**src/rtl/hamming_pkg.sv**
```systemverilog
// Shared types and elaboration-time helpers for the Hamming SECDED engine:
// status/state encodings and codeword geometry functions.
package hamming_pkg;

  typedef enum logic [1:0] {
    ST_OK     = 2'b00,
    ST_CORR   = 2'b01,
    ST_UNCORR = 2'b10
  } status_e;

  typedef enum logic [1:0] {
    S_IDLE = 2'b00,
    S_SCAN = 2'b01,
    S_FIX  = 2'b10,
    S_DONE = 2'b11
  } state_e;

  function automatic logic is_pow2(input int v);
    return (v > 32'sd0) && ((v & (v - 32'sd1)) == 32'sd0);
  endfunction

  // Smallest P with 2^P >= data_w + P + 1.
  function automatic int par_w_f(input int data_w);
    int p;
    p = 32'sd1;
    while ((32'sd1 << p) < (data_w + p + 32'sd1)) p = p + 32'sd1;
    return p;
  endfunction

  // Codeword position of data bit idx: the idx-th non-power-of-two position >= 3.
  function automatic int data_pos_f(input int idx);
    int pos;
    int cnt;
    pos = 32'sd2;
    cnt = 32'sd0;
    while (cnt <= idx) begin
      pos = pos + 32'sd1;
      if (!is_pow2(pos)) cnt = cnt + 32'sd1;
    end
    return pos;
  endfunction

endpackage

```
**src/rtl/hamming_secded_seq_if.sv**
```systemverilog
// Request/response bundle between the core and the SECDED engine;
// master = issuing core, slave = engine.
interface hamming_secded_seq_if import hamming_pkg::*; #(
  parameter  int DATA_W = 11,
  localparam int PAR_W  = par_w_f(DATA_W),
  localparam int CODE_W = DATA_W + PAR_W + 1
);
  logic              in_valid;
  logic              in_ready;
  logic              in_mode;
  logic [CODE_W-1:0] in_word;
  logic              out_valid;
  logic              out_ready;
  logic [CODE_W-1:0] out_code;
  logic [DATA_W-1:0] out_data;
  logic [1:0]        out_status;
  logic [PAR_W-1:0]  out_syndrome;

  modport master (
    output in_valid, in_mode, in_word, out_ready,
    input  in_ready, out_valid, out_code, out_data, out_status, out_syndrome
  );

  modport slave (
    input  in_valid, in_mode, in_word, out_ready,
    output in_ready, out_valid, out_code, out_data, out_status, out_syndrome
  );
endinterface

```
**src/rtl/hamming_scatter_gather.sv**
```systemverilog
// Combinational data <-> codeword mapping: scatter places data bits on the
// non-power-of-two positions (parity slots and bit 0 zero); gather reverses it.
module hamming_scatter_gather import hamming_pkg::*; #(
  parameter  int DATA_W = 11,
  localparam int PAR_W  = par_w_f(DATA_W),
  localparam int CODE_W = DATA_W + PAR_W + 1
) (
  input  logic [DATA_W-1:0] scat_data,
  output logic [CODE_W-1:0] scat_code,
  input  logic [CODE_W-1:0] gath_code,
  output logic [DATA_W-1:0] gath_data
);

  for (genvar i = 0; i < DATA_W; i++) begin : g_map
    localparam int POS = data_pos_f(i);
    assign scat_code[POS] = scat_data[i];
    assign gath_data[i]   = gath_code[POS];
  end

  for (genvar p = 0; p < CODE_W; p++) begin : g_slot
    if ((p == 0) || is_pow2(p)) begin : g_zero
      assign scat_code[p] = 1'b0;
    end
  end

endmodule

```
**src/rtl/hamming_secded_seq.sv**
```systemverilog
// Multi-cycle Hamming SECDED encoder/decoder, one codeword position per cycle.
// Define HAMMING_ERR_CNT_EN to add the corrected/uncorrectable event counters.
module hamming_secded_seq import hamming_pkg::*; #(
  parameter  int DATA_W = 11,
  localparam int PAR_W  = par_w_f(DATA_W),
  localparam int CODE_W = DATA_W + PAR_W + 1
) (
  input  logic        clk,
  input  logic        rst_n,
`ifdef HAMMING_ERR_CNT_EN
  input  logic        cnt_clr,
  output logic [15:0] corr_cnt,
  output logic [15:0] uncorr_cnt,
`endif
  hamming_secded_seq_if.slave bus
);

  state_e            state_r;
  state_e            state_nx_s;
  logic              in_ready_r;
  logic              out_valid_r;
  logic              mode_r;
  logic [CODE_W-1:0] work_r;
  logic [PAR_W-1:0]  idx_r;
  logic [PAR_W-1:0]  syn_r;
  logic              par_r;
  logic [CODE_W-1:0] out_code_r;
  logic [DATA_W-1:0] out_data_r;
  status_e           out_status_r;
  logic [PAR_W-1:0]  out_syndrome_r;

  logic              accept_s;
  logic              scan_last_s;
  logic              q_s;
  logic [CODE_W-1:0] fix_word_s;
  status_e           fix_status_s;
  logic [CODE_W-1:0] scat_code_s;
  logic [DATA_W-1:0] gath_data_s;

  assign accept_s    = bus.in_valid & in_ready_r;
  assign scan_last_s = (idx_r == PAR_W'(CODE_W - 1));

  hamming_scatter_gather #(.DATA_W(DATA_W)) u_sg (
    .scat_data (bus.in_word[DATA_W-1:0]),
    .scat_code (scat_code_s),
    .gath_code (fix_word_s),
    .gath_data (gath_data_s)
  );

  // State register plus the handshake flags derived from the next state.
  always_ff @(posedge clk or negedge rst_n) begin
    if (!rst_n) begin
      state_r     <= S_IDLE;
      in_ready_r  <= 1'b1;
      out_valid_r <= 1'b0;
    end else begin
      state_r     <= state_nx_s;
      in_ready_r  <= (state_nx_s == S_IDLE);
      out_valid_r <= (state_nx_s == S_DONE);
    end
  end

  // Next-state logic.
  always_comb begin
    state_nx_s = state_r;
    case (state_r)
      S_IDLE:  if (accept_s)      state_nx_s = S_SCAN; else state_nx_s = S_IDLE;
      S_SCAN:  if (scan_last_s)   state_nx_s = S_FIX;  else state_nx_s = S_SCAN;
      S_FIX:                      state_nx_s = S_DONE;
      S_DONE:  if (bus.out_ready) state_nx_s = S_IDLE; else state_nx_s = S_DONE;
      default:                    state_nx_s = S_IDLE;
    endcase
  end

  // FIX-cycle result: encode fills parity slots; decode classifies and corrects.
  always_comb begin
    fix_word_s   = work_r;
    fix_status_s = ST_OK;
    q_s          = par_r ^ work_r[0];
    if (!mode_r) begin
      for (int k = 0; k < PAR_W; k++) fix_word_s[32'sd1 << k] = syn_r[k];
      fix_word_s[0] = par_r ^ (^syn_r);
      fix_status_s  = ST_OK;
    end else if (q_s) begin
      // A single error lands on a real position; a syndrome past the word end cannot.
      if (32'(syn_r) < CODE_W) begin
        fix_word_s[syn_r] = ~work_r[syn_r];
        fix_status_s      = ST_CORR;
      end else begin
        fix_status_s = ST_UNCORR;
      end
    end else if (syn_r != '0) begin
      fix_status_s = ST_UNCORR;
    end else begin
      fix_status_s = ST_OK;
    end
  end

  // Work word, scan accumulators and the registered result.
  always_ff @(posedge clk or negedge rst_n) begin
    if (!rst_n) begin
      mode_r         <= 1'b0;
      work_r         <= '0;
      idx_r          <= {{(PAR_W-1){1'b0}}, 1'b1};
      syn_r          <= '0;
      par_r          <= 1'b0;
      out_code_r     <= '0;
      out_data_r     <= '0;
      out_status_r   <= ST_OK;
      out_syndrome_r <= '0;
    end else begin
      case (state_r)
        S_IDLE: begin
          if (accept_s) begin
            mode_r <= bus.in_mode;
            work_r <= bus.in_mode ? bus.in_word : scat_code_s;
            idx_r  <= {{(PAR_W-1){1'b0}}, 1'b1};
            syn_r  <= '0;
            par_r  <= 1'b0;
          end else begin
            mode_r <= mode_r;
          end
        end
        S_SCAN: begin
          if (work_r[idx_r]) begin
            syn_r <= syn_r ^ idx_r;
            par_r <= ~par_r;
          end else begin
            par_r <= par_r;
          end
          idx_r <= idx_r + {{(PAR_W-1){1'b0}}, 1'b1};
        end
        S_FIX: begin
          work_r         <= fix_word_s;
          out_code_r     <= fix_word_s;
          out_data_r     <= gath_data_s;
          out_status_r   <= fix_status_s;
          out_syndrome_r <= syn_r;
        end
        default: begin
          work_r <= work_r;
        end
      endcase
    end
  end

  assign bus.in_ready     = in_ready_r;
  assign bus.out_valid    = out_valid_r;
  assign bus.out_code     = out_code_r;
  assign bus.out_data     = out_data_r;
  assign bus.out_status   = out_status_r;
  assign bus.out_syndrome = out_syndrome_r;

`ifdef HAMMING_ERR_CNT_EN
  logic [15:0] corr_cnt_r;
  logic [15:0] uncorr_cnt_r;
  logic        fix_dec_s;

  assign fix_dec_s = (state_r == S_FIX) & mode_r;

  // Saturating decode event counters; clear beats a same-cycle increment.
  always_ff @(posedge clk or negedge rst_n) begin
    if (!rst_n) begin
      corr_cnt_r   <= 16'h0000;
      uncorr_cnt_r <= 16'h0000;
    end else if (cnt_clr) begin
      corr_cnt_r   <= 16'h0000;
      uncorr_cnt_r <= 16'h0000;
    end else begin
      if (fix_dec_s && (fix_status_s == ST_CORR) && (corr_cnt_r != 16'hFFFF))
        corr_cnt_r <= corr_cnt_r + 16'h0001;
      else
        corr_cnt_r <= corr_cnt_r;
      if (fix_dec_s && (fix_status_s == ST_UNCORR) && (uncorr_cnt_r != 16'hFFFF))
        uncorr_cnt_r <= uncorr_cnt_r + 16'h0001;
      else
        uncorr_cnt_r <= uncorr_cnt_r;
    end
  end

  assign corr_cnt   = corr_cnt_r;
  assign uncorr_cnt = uncorr_cnt_r;
`endif

endmodule

```
**src/flat_wrapper.sv**
```systemverilog
// flat-port wrapper written by rule: the top's interface ports become plain ports
module hamming_secded_seq_flat import hamming_pkg::*;
#(
  parameter  int DATA_W = 11,
  localparam int PAR_W  = par_w_f(DATA_W),
  localparam int CODE_W = DATA_W + PAR_W + 1
)
  (clk, rst_n, bus_in_valid, bus_in_mode, bus_in_word, bus_out_ready, bus_in_ready, bus_out_valid, bus_out_code, bus_out_data, bus_out_status, bus_out_syndrome);
  hamming_secded_seq_if #(.DATA_W(DATA_W)) bus_i ();
  input  logic clk;
  input  logic rst_n;
  input wire logic [$bits(bus_i.in_valid)-1:0] bus_in_valid;
  input wire logic [$bits(bus_i.in_mode)-1:0] bus_in_mode;
  input wire logic [$bits(bus_i.in_word)-1:0] bus_in_word;
  input wire logic [$bits(bus_i.out_ready)-1:0] bus_out_ready;
  output wire logic [$bits(bus_i.in_ready)-1:0] bus_in_ready;
  output wire logic [$bits(bus_i.out_valid)-1:0] bus_out_valid;
  output wire logic [$bits(bus_i.out_code)-1:0] bus_out_code;
  output wire logic [$bits(bus_i.out_data)-1:0] bus_out_data;
  output wire logic [$bits(bus_i.out_status)-1:0] bus_out_status;
  output wire logic [$bits(bus_i.out_syndrome)-1:0] bus_out_syndrome;
  assign bus_i.in_valid = bus_in_valid;
  assign bus_i.in_mode = bus_in_mode;
  assign bus_i.in_word = bus_in_word;
  assign bus_i.out_ready = bus_out_ready;
  assign bus_in_ready = bus_i.in_ready;
  assign bus_out_valid = bus_i.out_valid;
  assign bus_out_code = bus_i.out_code;
  assign bus_out_data = bus_i.out_data;
  assign bus_out_status = bus_i.out_status;
  assign bus_out_syndrome = bus_i.out_syndrome;
  hamming_secded_seq #(.DATA_W(DATA_W)) u_core (.clk(clk), .rst_n(rst_n), .bus(bus_i));
endmodule
```
**config.mk**
```make
export PLATFORM = sky130hd
export DESIGN_NAME = hamming_secded_seq_flat
export DESIGN_NICKNAME = d
export VERILOG_FILES = /design/src/rtl/hamming_pkg.sv /design/src/rtl/hamming_secded_seq_if.sv /design/src/rtl/hamming_scatter_gather.sv /design/src/rtl/hamming_secded_seq.sv /design/src/flat_wrapper.sv
export SDC_FILE = /design/constraint.sdc
export NUM_CORES = 1
export LEC_CHECK = 0
export ABC_CLOCK_PERIOD_IN_PS = 2800
export CAP_MARGIN = 0
export CORE_UTILIZATION = 55
export CTS_BUF_LIST = sky130_fd_sc_hd__clkbuf_16
export DETAILED_ROUTE_END_ITERATION = 10
export PLACE_DENSITY = 0.81
export SKIP_CTS_REPAIR_TIMING = 1
export SLEW_MARGIN = 15
export SYNTH_ARGS = -nofsm -noshare
export SYNTH_HDL_FRONTEND = slang
export SYNTH_HIERARCHICAL = 1
export SYNTH_SLANG_ARGS = --single-unit
```
**constraint.sdc**
```tcl
create_clock -name clk -period 2.8 [get_ports clk]
set_input_delay 0.56 -clock clk [delete_from_list [all_inputs] [get_ports clk]]
set_output_delay 0.56 -clock clk [all_outputs]
set_load 0.01 [all_outputs]
```
==> flow_summary.toml <==
[power]
ir_worst_vdd_v = 0.000605
p_leak_nw = 2.06
pwr_density_cell_nw_per_um2 = 1130

[place]
dp_slack_ns = 0.480
place_hpwl_um = 6310
dp_cells = 482
io_buffers = 55
gp_routability_congestion = 0.913

[layout]
seq_area_um2 = 1580
syn_to_final_growth_pct = 17.9
utilization_pct = 68.6
diodes = 0
stdcell_count = 497
fillers = 477
drive_gt1_share_pct = 16.0
nets = 446
multi_input_area_um2 = 1850

[routing]
vias_per_cell = 6.04
drt_iter0_drc = 276
finalWirelength_um = 8770
wl_per_cell_um = 17.6
via_count = 3003
drt_pass1_iterations = 10
drc = 3
antenna_left = 0

[job]
max-cap-violations = 0

[worst_setup_path]
reg2reg_from = "u_core/syn_r[3]"
worstSetupPathType = "flop to flop"
worst_path_largest_cell_delay_ns = 0.55
crit_buf_inv = 0
rrSetupSlack_ns = 0.51
critPathLaunchType = "flop"
reg2reg_to = "u_core/work_r[3]"
critPathRequiredTime_ns = 3.03
path_delay_family = "multiplexers"
worstSetupEndpointType = "flop"
critPathMaxFanout = 17
critPathSlowestCell = "mux4_2"
r2r_cells = 5
cp_cell_sequence = "mux4_2 -> mux2i_1 -> mux2_4 -> nand2_1 -> o221ai_1"
crit_arrival_ns = 2.52

[sta]
max_freq_mhz = 436
layout_setup_ws_ns = 0.508
timing.setup.tns_ns = 0
finalHoldViolations = 0
fin_hold_ws_ns = 0.242
finalSetupViolations = 0
worst_pin_slew_ns = 0.807
rsz0062_at_grt = "no"
finClkSkew_ns = 0.00505
fin_crit_ns = 2.29
relSlewSlack_pct = 46.0
fin_crit_sh_pct = 81.9
maxSlewViolCount = 0

[worst_hold_path]
hold_class = "input port to asynchronous set/reset pin"

[die]
fp-row-count = 29
die_x_um = 84.9
io_pins = 56
die-area_um2 = 7210
fp.coreArea_um2 = 6490
die_h_um = 84.9
initial_core_util_pct = 58.2

[synth]
yosys_warnings = 6
syn_inst = 386
mappedNetlistArea_um2 = 3780
synth.avg_cell_area_um2 = 9.79

[grt]
grt_overflow = 0
grtUsageTotal_pct = 26.4
grt_pass1_wl_um = 14400
antenna_found_initial = 0
grt_start_max_net_pins = 38
grt_pass1_vias = 2872

[clock_network]
cts_tree = "yes"
path_clk_slew_ns = 0.05
clockBufferDepth = 2
htreeDepth = 3
insertion_delay_ns = 0.33
clock-sinks = 63
cts_root_buf = "clkbuf_16"
numCtsBuffers = 9

[run_status]
failed_checks = "design-rule violations"
outcome = "finished, violations left"
[cell usage in the layout, fill, tap and decap left out, types with 2 or more instances in the layout]
master and count:
nand2_1 73, dfrtp_1 61, clkdlybuf4s50_1 54, nand3_1 27
o21ai_0 25, mux2i_1 19, mux2_2 15, mux2_4 14
nor2_1 12, a31oi_1 12, a21oi_1 12, buf_4 11
clkbuf_16 9, inv_1 9, ha_1 9, o221ai_1 7
mux4_2 6, o211ai_1 5, conb_1 5, clkinv_1 3
nor2b_1 3, nand2b_1 3, clkinv_2 2, xnor2_1 2
nor3_1 2, a211oi_1 2, dfstp_2 2
[routing by layer]
| layer | track usage (%) | up-vias | routed length [um] |
|---|---|---|---|
| met5 | 0 | - | 0 |
| met4 | 11.7 | 0 | 271 |
| met3 | 5.54 | 25 | 697 |
| met2 | 41.7 | 172 | 4190 |
| met1 | 35.5 | 1422 | 3610 |
| li1 | - | 1384 | - |
[registers in the layout, summed over array words and instances (netlist names)]
register	flops
u_core/bus.out_code	16
u_core/work_r	16
u_core/bus.out_data	11
u_core/bus.out_syndrome	4
u_core/idx_r	4
u_core/syn_r	4
u_core/bus.out_status	2
u_core/state_r	2
u_core/bus.in_ready	1
u_core/bus.out_valid	1
u_core/mode_r	1
u_core/par_r	1
[worst register-to-register path: stages, from the launching register on]
cell	delay [ns]
dfrtp_1	0.54
mux4_2	0.55
mux2i_1	0.17
mux2_4	0.30
nand2_1	0.32
o221ai_1	0.33
[worst max path at each step]
| stage | start | end | slack, ns | cells after the start |
|---|---|---|---|---|
| finish | u_core/syn_r[3] | u_core/work_r[3] | 0.51 | 5 |
| global route | u_core/syn_r[3] | u_core/work_r[3] | 0.40 | 5 |
| CTS | u_core/syn_r[3] | u_core/work_r[3] | 0.56 | 5 |
| detailed placement | bus_in_mode | u_core/work_r[7] | 0.48 | 4 |
| global placement | bus_in_mode | u_core/work_r[3] | 0.60 | 4 |
| floorplan | u_core/syn_r[3] | u_core/bus.out_code[5] | 0.85 | 7 |
[metrics by stage]
stage	area, um2	power [mW]
6_report	4460	5.03
5_1_grt	4460	5.33
4_1_cts	4460	5.02
3_5_place_dp	4200	4.04
3_3_place_gp	4200	3.93
2_1_floorplan	3790	3.37
[where the power goes]
part	total, mW	internal (mW)	switching, mW
Clock	0.952	0.579	0.373
Combinational	2.34	1.18	1.16
Sequential	1.74	1.31	0.433
Total	5.03	3.07	1.96
[cell type report]
type                       instances  area share [%]
clock buffer                       9            5.05
sequential                        63            35.4
multi-input combinational        266            41.4
clock inverter                     6           0.646
inverter                           9           0.758
timing repair buffer              67            14.5
tap                               77            2.16
Power figures use the tool's default switching activity.
